==> config.mk <==
export PLATFORM = sky130hd
export DESIGN_NAME = ifetch
export DESIGN_NICKNAME = d
export VERILOG_FILES = /design/src/rtl/ifetch.sv
export SDC_FILE = /design/constraint.sdc
export NUM_CORES = 1
export LEC_CHECK = 0
export BUFFER_PORTS_ARGS = -buffer_cell sky130_fd_sc_hd__buf_4
export CORE_MARGIN = 2
export CORE_UTILIZATION = 62
export CTS_CLUSTER_DIAMETER = 200
export DETAILED_ROUTE_END_ITERATION = 10
export PLACE_DENSITY_LB_ADDON = 0.05
export SYNTH_ARGS = -nofsm -noshare
export SYNTH_HDL_FRONTEND = slang
export SYNTH_SLANG_ARGS = --single-unit
==> constraint.sdc <==
create_clock -name clk -period 8.01 [get_ports clk]
set_input_delay 1.2015 -clock clk [delete_from_list [all_inputs] [get_ports clk]]
set_output_delay 1.2015 -clock clk [all_outputs]
set_load 0.03 [all_outputs]
==> src/rtl/ifetch.sv <==
// Instruction fetch unit: program counter, instruction register and a one-entry
// prefetch buffer filled from instruction memory over a req/ack handshake.
module ifetch #(
  parameter int unsigned PC_W = 16
) (
  input  logic            clk,
  input  logic            rst_f,
  input  logic            ir_load,
  input  logic            pc_write,
  input  logic            pc_sel,
  input  logic            br_sel,
  input  logic            pc_rst,
  input  logic            imem_ack,
  input  logic [31:0]     imem_rdata,
  output logic            imem_req,
  output logic [PC_W-1:0] imem_addr,
  output logic [PC_W-1:0] pc_out,
  output logic [31:0]     ir,
  output logic [3:0]      opcode,
  output logic [3:0]      mm,
  output logic            stall
);

  typedef enum logic [1:0] {StIdle, StFetch, StGap, StValid} state_e;

  state_e          state_q, state_d;
  logic [PC_W-1:0] pc_q, pc_d;
  logic [PC_W-1:0] fetch_addr_q, fetch_addr_d;
  logic [PC_W-1:0] buf_addr_q, buf_addr_d;
  logic [31:0]     ir_q, ir_d;
  logic [31:0]     buf_q, buf_d;
  logic            buf_valid_q, buf_valid_d;

  logic [PC_W-1:0] br_offset, br_addr, pc_in;
  logic            hit_buf, hit_bypass, hit;

  // Branch offset is zero-extended; all PC arithmetic wraps at 2^PC_W.
  assign br_offset = PC_W'(ir_q[15:0]);
  assign br_addr   = br_sel ? br_offset : pc_q + br_offset;
  assign pc_in     = pc_sel ? br_addr : pc_q + PC_W'(1);

  assign hit_buf    = (state_q == StValid) && buf_valid_q && (buf_addr_q == pc_q);
  assign hit_bypass = (state_q == StFetch) && imem_ack && (fetch_addr_q == pc_q);
  assign hit        = hit_buf | hit_bypass;
  assign stall      = ir_load & ~hit;

  always_comb begin
    pc_d = pc_q;
    if (pc_rst) begin
      pc_d = '0;
    end else if (pc_write && !stall) begin
      pc_d = pc_in;
    end
  end

  always_comb begin
    ir_d = ir_q;
    if (ir_load && hit) begin
      ir_d = hit_buf ? buf_q : imem_rdata;
    end
  end

  // PC changes never cancel an outstanding request; a stale word is dropped at ack.
  always_comb begin
    state_d      = state_q;
    fetch_addr_d = fetch_addr_q;
    buf_d        = buf_q;
    buf_addr_d   = buf_addr_q;
    buf_valid_d  = buf_valid_q;
    imem_req     = 1'b0;
    unique case (state_q)
      StIdle: begin
        state_d      = StFetch;
        fetch_addr_d = pc_d;
      end
      StFetch: begin
        imem_req = 1'b1;
        if (imem_ack) begin
          if (fetch_addr_q == pc_q) begin
            buf_d       = imem_rdata;
            buf_addr_d  = fetch_addr_q;
            buf_valid_d = 1'b1;
            state_d     = StValid;
          end else begin
            state_d = StGap;
          end
        end
      end
      StGap: begin
        state_d      = StFetch;
        fetch_addr_d = pc_d;
      end
      StValid: begin
        if (buf_addr_q != pc_d) begin
          buf_valid_d  = 1'b0;
          state_d      = StFetch;
          fetch_addr_d = pc_d;
        end
      end
      default: state_d = StIdle;
    endcase
  end

  always_ff @(posedge clk) begin
    if (!rst_f) begin
      state_q      <= StIdle;
      pc_q         <= '0;
      ir_q         <= '0;
      buf_q        <= '0;
      buf_addr_q   <= '0;
      buf_valid_q  <= 1'b0;
      fetch_addr_q <= '0;
    end else begin
      state_q      <= state_d;
      pc_q         <= pc_d;
      ir_q         <= ir_d;
      buf_q        <= buf_d;
      buf_addr_q   <= buf_addr_d;
      buf_valid_q  <= buf_valid_d;
      fetch_addr_q <= fetch_addr_d;
    end
  end

  assign imem_addr = fetch_addr_q;
  assign pc_out    = pc_q;
  assign ir        = ir_q;
  assign opcode    = ir_q[31:28];
  assign mm        = ir_q[27:24];

endmodule

==> impl_metrics.py, run 1 <==
metrics = {
    "outcome": {
        "status": "finished, final reports clean",
    },
    "finish": {
        "layout-drive-gt1-share_pct": 16.85,
        "layout_cell_area_excl_fill_um2": 8607,
        "syn_to_final_growth_pct": 18.56,
        "num_antenna_cells": 0,
        "post_layout_cell_count": 1164,
        "nets": 1065,
    },
    "timing": {
        "finalSetupViolCount": 0,
        "max_slew.worst_pin.slew_ns": 1.081,
        "layout_min_cycle_time_ns": 5.258,
        "rsz0062_at_grt": "no",
        "slew_violations": 0,
        "fin_worst_skew_ns": 0.007198,
        "crit_share_post_route_pct": 65.65,
        "finalHoldViolCount": 0,
        "fmax_mhz": 190.2,
        "whs_ns": 0.4535,
        "max-slew-margin-rel_pct": 27.91,
        "fin_ws_ns": 2.752,
        "fin_tns_setup_ns": 0,
    },
    "worst_setup_path": {
        "arrival_ns": 5.56,
        "critical_path_buf_inv_count": 1,
        "worst-path-stages": 15,
        "worst_r2r_endpoint": "imem_addr[0]$_SDFFE_PN0P_",
        "max_stage_delay_ns": 0.76,
        "worstPathCellList": "ha_1 > inv_1 > fa_1 > nor2b_1 > o211a_1 > or4_1 > a21oi_1 > a2111oi_0 > a21oi_1 > a22o_1 > nor4_1 > nand4_1 > nor3_4 > nand2b_2 > a31o_1",
        "path_max_fanout": 17,
        "critical-path-top-cell-by-count": "a21oi_1",
        "worst_ep_required_time_ns": 8.31,
        "crit_path_start": "pc_out[0]$_SDFF_PN0_",
        "reg2reg_slack_ns": 2.75,
        "cp_top_family": "compound AO/OA/AOI/OAI gates",
        "critPathLaunchType": "register",
        "worstRegToRegCells": 15,
        "timing.critical_path.slowest_stage_cell": "a2111oi_0",
        "critPathKind": "register to register",
        "end_kind": "register",
        "r2r_start": "pc_out[0]$_SDFF_PN0_",
    },
    "cts": {
        "clock_tree.root_cell": "clkbuf_16",
        "postcts_setup_bufs": 0,
        "cts_hold_buffers": 0,
        "source_to_sink_clock_delay_at_the_later_pin_of_the_worst_skew_pair_ns": 0.42,
        "numCtsBuffers": 17,
        "worst_setup_hold_path_clk_slew_ns": 0.05,
        "cts_tree": "yes",
        "cts_max_level": 4,
        "clock_tree_buf_depth": 2,
        "cts_resized": 0,
        "numClockSinks": 115,
    },
    "detailed_routing": {
        "final_antenna_net_count": 0,
        "routed-wl-met2_mm": 10.33,
        "routed.top_layer": "met4",
        "detail_route.vias_per_cell": 6.430,
        "route.detailed.drc": 0,
        "first_pass_iters": 7,
        "route.met3.wl_mm": 1.882,
        "detailedRoute.firstIterationViolations": 695,
        "vias": 7484,
        "postRouteWirelength_mm": 22.19,
        "avgRoutedWirePerCell_um": 19.07,
        "wirelength_met1_mm": 9.162,
    },
    "global_routing": {
        "grt_max_degree": 86,
        "groute.usage.overall_pct": 35.44,
        "global_route_wire_length_before_repair_mm": 35.56,
        "globalRouteOverflowTotal": 0,
        "number_of_antenna_violations_at_the_first_check_in_global_routing": 0,
        "number_of_global_route_vias_before_repair": 6819,
    },
    "floorplanning": {
        "fp.dieW_um": 112.2,
        "core.rowCount": 39,
        "ios": 114,
        "floorplan_die_area_um2": 12590,
        "initial_util_pct": 63.58,
        "vertical_die_dimension_um": 112.2,
        "fp.coreArea_um2": 11420,
    },
    "synth": {
        "netlist_area_um2": 7259,
        "number_of_enable_type_register_cells_in_the_synthesized_netlist": 0,
        "synth-seq-cells": 115,
        "postSynthAreaPerCell_um2": 7.642,
        "post_synth_inst_count": 950,
        "synth_warnings": 0,
        "synth.net_count": 1007,
        "synth_top_area_share_pct": 31.71,
        "synth_sequential_area_ratio_pct": 31.71,
        "ys.flop_type": "dfxtp_1",
        "yosys-top-cells-area": "dfxtp_1 (32%), nand2_1 (8.6%), mux2i_1 (6.2%)",
        "post_synth_cell_types": 77,
        "synth_async_sr_flop_share_pct": 0,
        "synth_largest_area_cell": "dfxtp_1",
    },
    "placement": {
        "preCtsSetupSlack_ns": 2.766,
        "cell_area_after_placement_um2": 7983,
        "dp.final_hpwl_mm": 15.50,
        "gp_routability_congestion": 1.023,
        "dpl.cell_count": 1132,
        "io_buffer_count": 113,
    },
    "min_path": {
        "hold_path_depth": 2,
        "timing.hold.worst_endpoint": "buf_q[4]$_SDFFE_PN0P_",
        "hold_removal_path_class": "register to register",
        "worstHoldStart": "buf_q[4]$_SDFFE_PN0P_",
    },
    "flow_run": {
        "timing.max_cap.violations": 0,
    },
    "power": {
        "power_per_cell_area_nw_per_um2": 198.5,
        "leakage_nw": 3.345,
        "maximum_ir_drop_on_the_vdd_rail_mv": 0.2951,
    },
}
logic make-up after synthesis:
family / share of synthesized area (%)
AOI/OAI and AO/OA: 23.06
xor gates and xnor gates: 5.309
adders and majority gates: 3.033
buffers and inverters: 6.274
DFF: 31.71
muxes: 6.825
and+or+nand+nor: 23.79
through the flow:
stage,utilization [%],power [mW]
floorplan,-,0.8234
global placement,69.91,0.9106
detailed placement,69.91,0.9132
CTS,75.38,1.709
global route,75.38,1.762
finish,75.38,1.709
sequential cells by signal (all words and copies together) (netlist names):
signal	flops
buf_q	32
ir	32
buf_addr_q	16
imem_addr	16
pc_out	16
state_q	2
buf_valid_q	1
cells in the final DEF, fill, tap and decap left out, types with 4 or more instances in the layout:
cell type  synthesis  layout
buf_4              8     118
xor2_1            19      19
a31oi_1            9       9
xnor2_1           25      25
clkbuf_16          0      17
and2_1            10       9
a211o_1            4       4
nand4_1           14      14
o2111ai_1          4       4
and3_1            10      10
a22oi_1            4       4
mux2i_1           45      45
o21a_1             6       6
ha_1              16      16
nor3_1            22      22
inv_1             24      23
a21o_1             4       4
o22ai_1            4       4
a311oi_1           4       4
bufinv_16          0       4
o211ai_1          13      13
or3_1              7       7
nor4_1             8       8
o21ai_0           21      21
nand3_1           18      18
nand2_1          166     166
or4_1              4       4
mux2_2             4       4
dfxtp_1          115     115
nor2_1            93      92
nor2b_1            5       5
a31o_1             8       8
nand2b_1           7       7
a2bb2o_1           8       8
a211oi_1          39      39
a21oi_1           74      73
report_power, final:
part	leakage, nW	switching (mW)	internal, mW	total, mW
Sequential	0.931	0.0316	0.599	0.630
Combinational	2.11	0.178	0.0997	0.277
Clock	0.305	0.271	0.530	0.801
worst max path at each step:
stage / endpoint / slack (ns)
2_1_floorplan: imem_addr[11]$_SDFFE_PN0P_ / 4.00
3_3_place_gp: imem_addr[2]$_SDFFE_PN0P_ / 2.91
3_5_place_dp: imem_addr[14]$_SDFFE_PN0P_ / 2.77
4_1_cts: imem_addr[14]$_SDFFE_PN0P_ / 2.81
5_1_grt: imem_addr[14]$_SDFFE_PN0P_ / 2.33
6_report: imem_addr[0]$_SDFFE_PN0P_ / 2.75
synthesized netlist by cell type, drive strengths merged, types with 7 or more instances:
cell type / number
nand2: 166
dfxtp: 115
nor2: 93
a21oi: 75
clkbuf: 46
mux2i: 45
a211oi: 40
buf: 33
xnor2: 25
inv: 24
nor3: 23
o21ai: 23
xor2: 19
nand3: 18
ha: 16
nand4: 15
o211ai: 13
a31o: 11
and2: 10
and3: 10
a31oi: 9
nor4: 9
a2bb2o: 8
nand2b: 8
or3: 7
layer usage:
layer	vias to the layer above	GRT usage (%)
met4	0	16.02
met3	71	7.289
li1	3502	-
met2	386	56.35
met5	-	0
met1	3525	46.67
worst min-delay path: cells and delay by family, from the launching register on:
| family | cells | cell delay (ns) |
|---|---|---|
| flip-flops | 1 | 0.30 |
| AND/OR/NAND/NOR | 1 | 0.05 |
| AO/OA/AOI/OAI | 1 | 0.05 |
final cells by class:
| class | count | area [um^2] |
|---|---|---|
| sequential | 115 | 2302 |
| inverter | 25 | 93.84 |
| tap | 143 | 178.9 |
| fill | 891 | 2811 |
| timing repair buffer | 118 | 885.9 |
| multi-input combinational | 731 | 4522 |
| clock buffer | 20 | 446.7 |
| clock inverter | 12 | 177.7 |
Power figures use the tool's default switching activity.
==> run 2: changes to the inputs <==
--- a/config.mk
+++ b/config.mk
@@ -5,9 +5,10 @@
 export SDC_FILE = /design/constraint.sdc
 export NUM_CORES = 1
 export LEC_CHECK = 0
+export ABC_AREA = 1
 export BUFFER_PORTS_ARGS = -buffer_cell sky130_fd_sc_hd__buf_4
 export CORE_MARGIN = 2
-export CORE_UTILIZATION = 62
+export CORE_UTILIZATION = 52
 export CTS_CLUSTER_DIAMETER = 200
 export DETAILED_ROUTE_END_ITERATION = 10
 export PLACE_DENSITY_LB_ADDON = 0.05
==> constraint.sdc (replaced) <==
create_clock -name clk -period 4.75 [get_ports clk]
set_input_delay 0.7125 -clock clk [delete_from_list [all_inputs] [get_ports clk]]
set_output_delay 0.7125 -clock clk [all_outputs]
set_load 0.03 [all_outputs]
==> run 2 against run 1 <==
Net effect: register-to-register slack got worse by 1.8 ns; critical endpoint is now imem_addr[12]$_SDFFE_PN0P_; die area rose by 18%; largest cell class unchanged; highest routed layer unchanged; sequential share of layout area shrank 0.21 points.
==> impl_metrics.py, run 2 <==
metrics = {
    "outcome": {
        "status": "finished, final reports clean",
    },
    "worst_setup_path": {
        "path_max_fanout": 17,
        "critPathLaunchType": "register",
        "worst_r2r_endpoint": "imem_addr[12]$_SDFFE_PN0P_",
        "end_kind": "register",
        "reg2reg_slack_ns": 0.97,
        "crit_path_start": "state_q[0]$_SDFFE_PN0P_",
        "worst_ep_required_time_ns": 5.07,
        "critPathKind": "register to register",
        "arrival_ns": 4.10,
        "r2r_start": "state_q[0]$_SDFFE_PN0P_",
        "worstRegToRegCells": 20,
    },
    "floorplanning": {
        "core.rowCount": 43,
        "fp.dieW_um": 121.7,
        "floorplan_die_area_um2": 14820,
        "ios": 114,
        "initial_util_pct": 52.53,
        "vertical_die_dimension_um": 121.7,
        "fp.coreArea_um2": 13720,
    },
    "finish": {
        "final.fill_count": 1336,
        "num_antenna_cells": 0,
        "final_common_cell": "nand2_1",
        "syn_to_final_growth_pct": 20.36,
        "nets": 1293,
        "top_library_cells_by_usage_in_the_layout_fill_and_taps_aside": "nand2_1 (296), nor2_1 (149), inv_1 (136)",
        "layout-drive-gt1-share_pct": 17.16,
    },
    "synth": {
        "synth_top_area_share_pct": 31.94,
        "ys.flop_type": "dfxtp_1",
        "postSynthAreaPerCell_um2": 6.240,
        "synth.net_count": 1212,
        "post_synth_cell_types": 33,
        "yosys-top-cells-area": "dfxtp_1 (32%), nand2_1 (15%), nor2_1 (7.8%)",
        "synth_sequential_area_ratio_pct": 31.94,
        "post_synth_inst_count": 1155,
        "top_cells_by_instance_count_after_synthesis": "nand2_1 (296), nor2_1 (149), inv_1 (136)",
        "synth_largest_area_cell": "dfxtp_1",
        "synth_warnings": 0,
        "number_of_enable_type_register_cells_in_the_synthesized_netlist": 0,
        "yosysMostFrequentCell": "nand2_1",
        "netlist_area_um2": 7207,
        "synth_async_sr_flop_share_pct": 0,
        "synth-seq-cells": 115,
    },
    "cts": {
        "postcts_setup_bufs": 0,
        "cts_resized": 0,
        "clock_tree.root_cell": "clkbuf_16",
        "cts_hold_buffers": 0,
        "numCtsBuffers": 17,
        "cts_max_level": 4,
        "cts_tree": "yes",
        "worst_setup_hold_path_clk_slew_ns": 0.06,
        "clock_tree_buf_depth": 2,
        "source_to_sink_clock_delay_at_the_later_pin_of_the_worst_skew_pair_ns": 0.42,
        "numClockSinks": 115,
    },
    "timing": {
        "rsz0062_at_grt": "no",
        "crit_share_post_route_pct": 79.60,
        "max_slew.worst_pin.slew_ns": 0.9050,
        "fmax_mhz": 264.5,
        "max-slew-margin-rel_pct": 39.60,
        "slew_violations": 0,
        "fin_worst_skew_ns": 0.007710,
        "fin_tns_setup_ns": 0,
        "finalSetupViolCount": 0,
        "layout_min_cycle_time_ns": 3.781,
        "finalHoldViolCount": 0,
        "whs_ns": 0.4509,
    },
    "detailed_routing": {
        "route.detailed.drc": 0,
        "detailedRoute.firstIterationViolations": 675,
        "final_antenna_net_count": 0,
        "vias": 7599,
        "avgRoutedWirePerCell_um": 14.77,
        "postRouteWirelength_mm": 21.07,
        "first_pass_iters": 5,
        "detail_route.vias_per_cell": 5.325,
    },
    "placement": {
        "gp_routability_congestion": 0.9303,
        "dp.final_hpwl_mm": 14.82,
        "io_buffer_count": 113,
    },
    "power": {
        "power_per_cell_area_nw_per_um2": 325.5,
        "maximum_ir_drop_on_the_vdd_rail_mv": 0.2323,
        "leakage_nw": 4.101,
    },
    "global_routing": {
        "global_route_wire_length_before_repair_mm": 34.03,
        "grt_max_degree": 98,
        "number_of_global_route_vias_before_repair": 6911,
        "number_of_antenna_violations_at_the_first_check_in_global_routing": 0,
        "groute.usage.overall_pct": 28.99,
        "globalRouteOverflowTotal": 0,
    },
    "min_path": {
        "timing.hold.worst_endpoint": "buf_q[25]$_SDFFE_PN0P_",
        "worstHoldStart": "buf_q[25]$_SDFFE_PN0P_",
        "hold_path_depth": 2,
        "hold_removal_path_class": "register to register",
    },
    "flow_run": {
        "timing.max_cap.violations": 0,
    },
}
==> run 2: metal layers <==
| layer | track usage (%) | routed length (um) | up-vias | part of all wire [%] |
|---|---|---|---|---|
| met4 | 11.21 | 505 | 0 | 2.4 |
| li1 | - | - | 3866 | - |
| met1 | 38.62 | 9663 | 3438 | 46 |
| met2 | 45.82 | 9654 | 252 | 46 |
| met5 | 0 | 0 | - | 0 |
| met3 | 6.554 | 1249 | 43 | 5.9 |
==> run 2: per-stage QoR <==
stage / instances / util (%) / power, mW / setup WS [ns] / instance area (um^2)
6_report: 1427 / 63.23 / 2.824 / 0.9690 / 8675
5_1_grt: 1427 / 63.23 / 2.927 / 0.6305 / 8675
4_1_cts: 1427 / 63.23 / 2.829 / 1.048 / 8675
3_5_place_dp: 1397 / 58.68 / 1.468 / 1.075 / 8050
3_3_place_gp: 1397 / 58.68 / 1.465 / 1.181 / 8050
2_1_floorplan: 1155 / - / 1.336 / 1.766 / 7207
==> run 2: logic make-up after synthesis <==
logic type      synth area share, %
xor+xnor                     0.6076
buf+inv                       11.96
fa+ha+maj                     3.056
flops                         31.94
compound gates                15.49
simple gates                  36.94
==> run 2: worst max-delay path by stage <==
| stage | cells after the start | slack, ns | to |
|---|---|---|---|
| 5_1_grt | 20 | 0.63 | imem_addr[4]$_SDFFE_PN0P_ |
| 3_3_place_gp | 25 | 1.18 | imem_addr[2]$_SDFFE_PN0P_ |
| 3_5_place_dp | 20 | 1.07 | imem_addr[11]$_SDFFE_PN0P_ |
| 4_1_cts | 20 | 1.05 | imem_addr[11]$_SDFFE_PN0P_ |
| 6_report | 20 | 0.97 | imem_addr[12]$_SDFFE_PN0P_ |
| 2_1_floorplan | 26 | 1.77 | imem_addr[10]$_SDFFE_PN0P_ |
==> run 2: area by class of cell <==
type                    count  area [um^2]  share of cell area (%)
flip-flops and latches    115         2302                   26.54
clock inverters             9        153.9                   1.774
multi-input cells         829         4048                   46.66
clock buffers              21        470.5                   5.423
repair buffers            120        900.9                   10.39
well taps                 180        225.2                   2.596
inverters                 153        574.3                   6.621
==> run 2: power by group <==
part | internal, mW | switching [mW] | leakage (nW) | total, mW
clock | 0.911 | 0.459 | 0.301 | 1.37
combinational | 0.145 | 0.272 | 2.87 | 0.417
sequential | 0.997 | 0.0393 | 0.932 | 1.04
total | 2.05 | 0.771 | 4.10 | 2.82
==> run 2: worst max-delay path, cell delays in order, from the launching register on <==
cell      delay [ns]
dfxtp_1         0.30
inv_1           0.08
nor2_2          0.06
inv_1           0.41
nor2_1          0.22
nand3_4         0.14
nand3_2         0.22
nand2_4         0.31
clkinv_1        0.25
nand2_1         0.15
nand3_1         0.15
nand2_1         0.15
nand2_1         0.06
nor2_1          0.10
nand2_1         0.08
nor2_2          0.18
nand3_4         0.22
nand2_4         0.27
inv_2           0.16
nor2_1          0.12
nor2_1          0.04
==> run 3: changes to the inputs <==
==> constraint.sdc (replaced) <==
create_clock -name clk -period 3.4 [get_ports clk]
set_input_delay 0.51 -clock clk [delete_from_list [all_inputs] [get_ports clk]]
set_output_delay 0.51 -clock clk [all_outputs]
set_load 0.03 [all_outputs]
==> run 3 against run 2 <==
Net effect: non-clock buffer count is 17 higher; sequential cell count stayed put; highest routed layer unchanged; clock-buffer cell count is 2 lower; hold slack worse by 0.13 ns; largest power group unchanged; critical path type unchanged; wire length is 2.0% lower.
==> impl_metrics.py, run 3 (synthesis results as in run 2) <==
metrics = {
    "detailed_routing": {
        "first_pass_iters": 7,
        "detail_route.vias_per_cell": 5.306,
        "postRouteWirelength_mm": 20.66,
        "final_antenna_net_count": 0,
        "route.detailed.drc": 0,
        "avgRoutedWirePerCell_um": 14.30,
        "vias": 7667,
        "detailedRoute.firstIterationViolations": 585,
    },
    "worst_setup_path": {
        "critPathLaunchType": "register",
        "critPathKind": "register to register",
        "arrival_ns": 3.45,
        "end_kind": "register",
        "worstRegToRegCells": 21,
        "worstPathCellList": "ha_1 > nand2_1 > inv_1 > nand3_1 > nand2_1 > nand2_1 > nand2_1 > o21ai_0 > nand2_1 > nand3_1 > nand3_2 > nand2_1 > nand2_1 > nor2_1 > nand2_1 > nor2_2 > nand3_4 > buf_6 > nand3_1 > nand2_1 > nor2_1",
        "cp_top_family": "simple AND/OR/NAND/NOR gates",
        "timing.critical_path.slowest_stage_cell": "dfxtp_1",
        "r2r_start": "pc_out[4]$_SDFF_PN0_",
        "reg2reg_slack_ns": 0.31,
        "worst_r2r_endpoint": "imem_addr[15]$_SDFFE_PN0P_",
        "path_max_fanout": 13,
        "worst_ep_required_time_ns": 3.76,
        "max_stage_delay_ns": 0.51,
        "critical_path_buf_inv_count": 2,
        "critical-path-top-cell-by-count": "nand2_1",
    },
    "flow_run": {
        "timing.max_cap.violations": 0,
    },
    "cts": {
        "source_to_sink_clock_delay_at_the_later_pin_of_the_worst_skew_pair_ns": 0.42,
        "numClockSinks": 115,
        "worst_setup_hold_path_clk_slew_ns": 0.06,
        "cts_tree": "yes",
        "cts_max_level": 4,
        "clock_tree.root_cell": "clkbuf_16",
        "numCtsBuffers": 17,
        "clock_tree_buf_depth": 2,
    },
    "finish": {
        "syn_to_final_growth_pct": 23.14,
        "layout_cell_area_excl_fill_um2": 8875,
        "layout-drive-gt1-share_pct": 19.29,
        "top_library_cells_by_usage_in_the_layout_fill_and_taps_aside": "nand2_1 (293), nor2_1 (147), inv_1 (136)",
        "nets": 1310,
        "num_antenna_cells": 0,
        "post_layout_cell_count": 1445,
        "final_common_cell": "nand2_1",
    },
    "power": {
        "leakage_nw": 4.198,
        "power_per_cell_area_nw_per_um2": 452.1,
        "maximum_ir_drop_on_the_vdd_rail_mv": 0.4070,
        "post-layout-total-power_mw": 4.012,
    },
    "floorplanning": {
        "core.rowCount": 43,
        "vertical_die_dimension_um": 121.7,
        "fp.dieW_um": 121.7,
        "ios": 114,
        "fp.coreArea_um2": 13720,
        "floorplan_die_area_um2": 14820,
        "initial_util_pct": 52.53,
    },
    "timing": {
        "slew_violations": 0,
        "finalSetupViolCount": 0,
        "layout_min_cycle_time_ns": 3.089,
        "fmax_mhz": 323.8,
        "max-slew-margin-rel_pct": 39.76,
        "fin_worst_skew_ns": 0.007964,
        "max_slew.worst_pin.slew_ns": 0.9036,
        "fin_tns_setup_ns": 0,
        "crit_share_post_route_pct": 90.84,
        "whs_ns": 0.3218,
        "finalHoldViolCount": 0,
    },
    "global_routing": {
        "grt_max_degree": 97,
        "groute.usage.overall_pct": 28.79,
        "number_of_antenna_violations_at_the_first_check_in_global_routing": 0,
        "global_route_wire_length_before_repair_mm": 33.57,
        "globalRouteOverflowTotal": 0,
        "number_of_global_route_vias_before_repair": 6920,
    },
    "min_path": {
        "worstHoldStart": "imem_rdata[26]",
        "hold_removal_path_class": "input pin to register",
        "hold_path_depth": 3,
        "timing.hold.worst_endpoint": "ir[26]$_SDFFE_PN0P_",
    },
    "placement": {
        "gp_routability_congestion": 0.9199,
        "dpl.cell_count": 1410,
        "dp.final_hpwl_mm": 14.52,
        "io_buffer_count": 113,
        "cell_area_after_placement_um2": 8148,
    },
    "outcome": {
        "status": "finished, final reports clean",
    },
}
-- run 3: changes by cell type in the layout (fill, tap and decap cells not counted), sizes merged --
cell / before / now
buf: 120 / 137
bufinv: 4 / 5
clkbuf: 21 / 19
clkinv: 5 / 6
clkinvlp: 2 / 3
-- run 3: cell type report --
type	count	area (um^2)
multi-input cells	829	4078
flip-flops and latches	115	2312
clock buffers	19	432.9
well taps	180	225.2
repair buffers	137	1045
clock inverters	12	207.7
fillers	1361	4845
inverters	153	574.3
-- run 3: per-stage QoR --
stage / util, % / setup slack, ns
global placement: 59.39 / 0.2941
finish: 64.69 / 0.3113
detailed placement: 59.39 / 0.1749
CTS: 64.06 / 0.1091
floorplan: - / 0.4159
global route: 64.69 / -0.01018
-- run 3: how the worst max path moves through the flow --
| stage | start | to | slack, ns | cells after the start |
|---|---|---|---|---|
| 2_1_floorplan | pc_out[0]$_SDFF_PN0_ | imem_addr[10]$_SDFFE_PN0P_ | 0.42 | 26 |
| 3_3_place_gp | pc_out[0]$_SDFF_PN0_ | imem_addr[1]$_SDFFE_PN0P_ | 0.29 | 25 |
| 3_5_place_dp | pc_out[0]$_SDFF_PN0_ | imem_addr[14]$_SDFFE_PN0P_ | 0.17 | 25 |
| 4_1_cts | pc_out[0]$_SDFF_PN0_ | imem_addr[15]$_SDFFE_PN0P_ | 0.11 | 25 |
| 5_1_grt | pc_out[10]$_SDFF_PN0_ | buf_valid_q$_SDFFE_PN0P_ | -0.01 | 25 |
| 6_report | pc_out[4]$_SDFF_PN0_ | imem_addr[15]$_SDFFE_PN0P_ | 0.31 | 21 |
-- run 3: tightest hold or removal path: cells and delay by family --
family	cells	cell delay, ns
AOI/OAI and AO/OA	1	0.05
buffers and inverters	1	0.08
and+or+nand+nor	1	0.07
-- run 3: routing by layer --
| metal | part of all wire, % | wire length (um) | global-route usage, % | vias up |
|---|---|---|---|---|
| li1 | - | - | - | 3898 |
| met1 | 46 | 9481 | 37.57 | 3486 |
| met2 | 45 | 9330 | 45.96 | 238 |
| met3 | 6.2 | 1284 | 6.882 | 45 |
| met4 | 2.7 | 561 | 11.57 | 0 |
| met5 | 0 | 0 | 0 | - |
-- run 3: power by group --
group          total [mW]  switching, mW  internal, mW  leakage, nW
combinational       0.612          0.390         0.222         2.96
sequential           1.44         0.0496          1.39        0.935
clock                1.96          0.660          1.30        0.299
-- run 3: what timing repair did --
item,4_1_cts,5_1_grt
setup endpoints to repair,0,19
gates resized for setup,0,16
buffers inserted,0,4
hold buffers,0,0
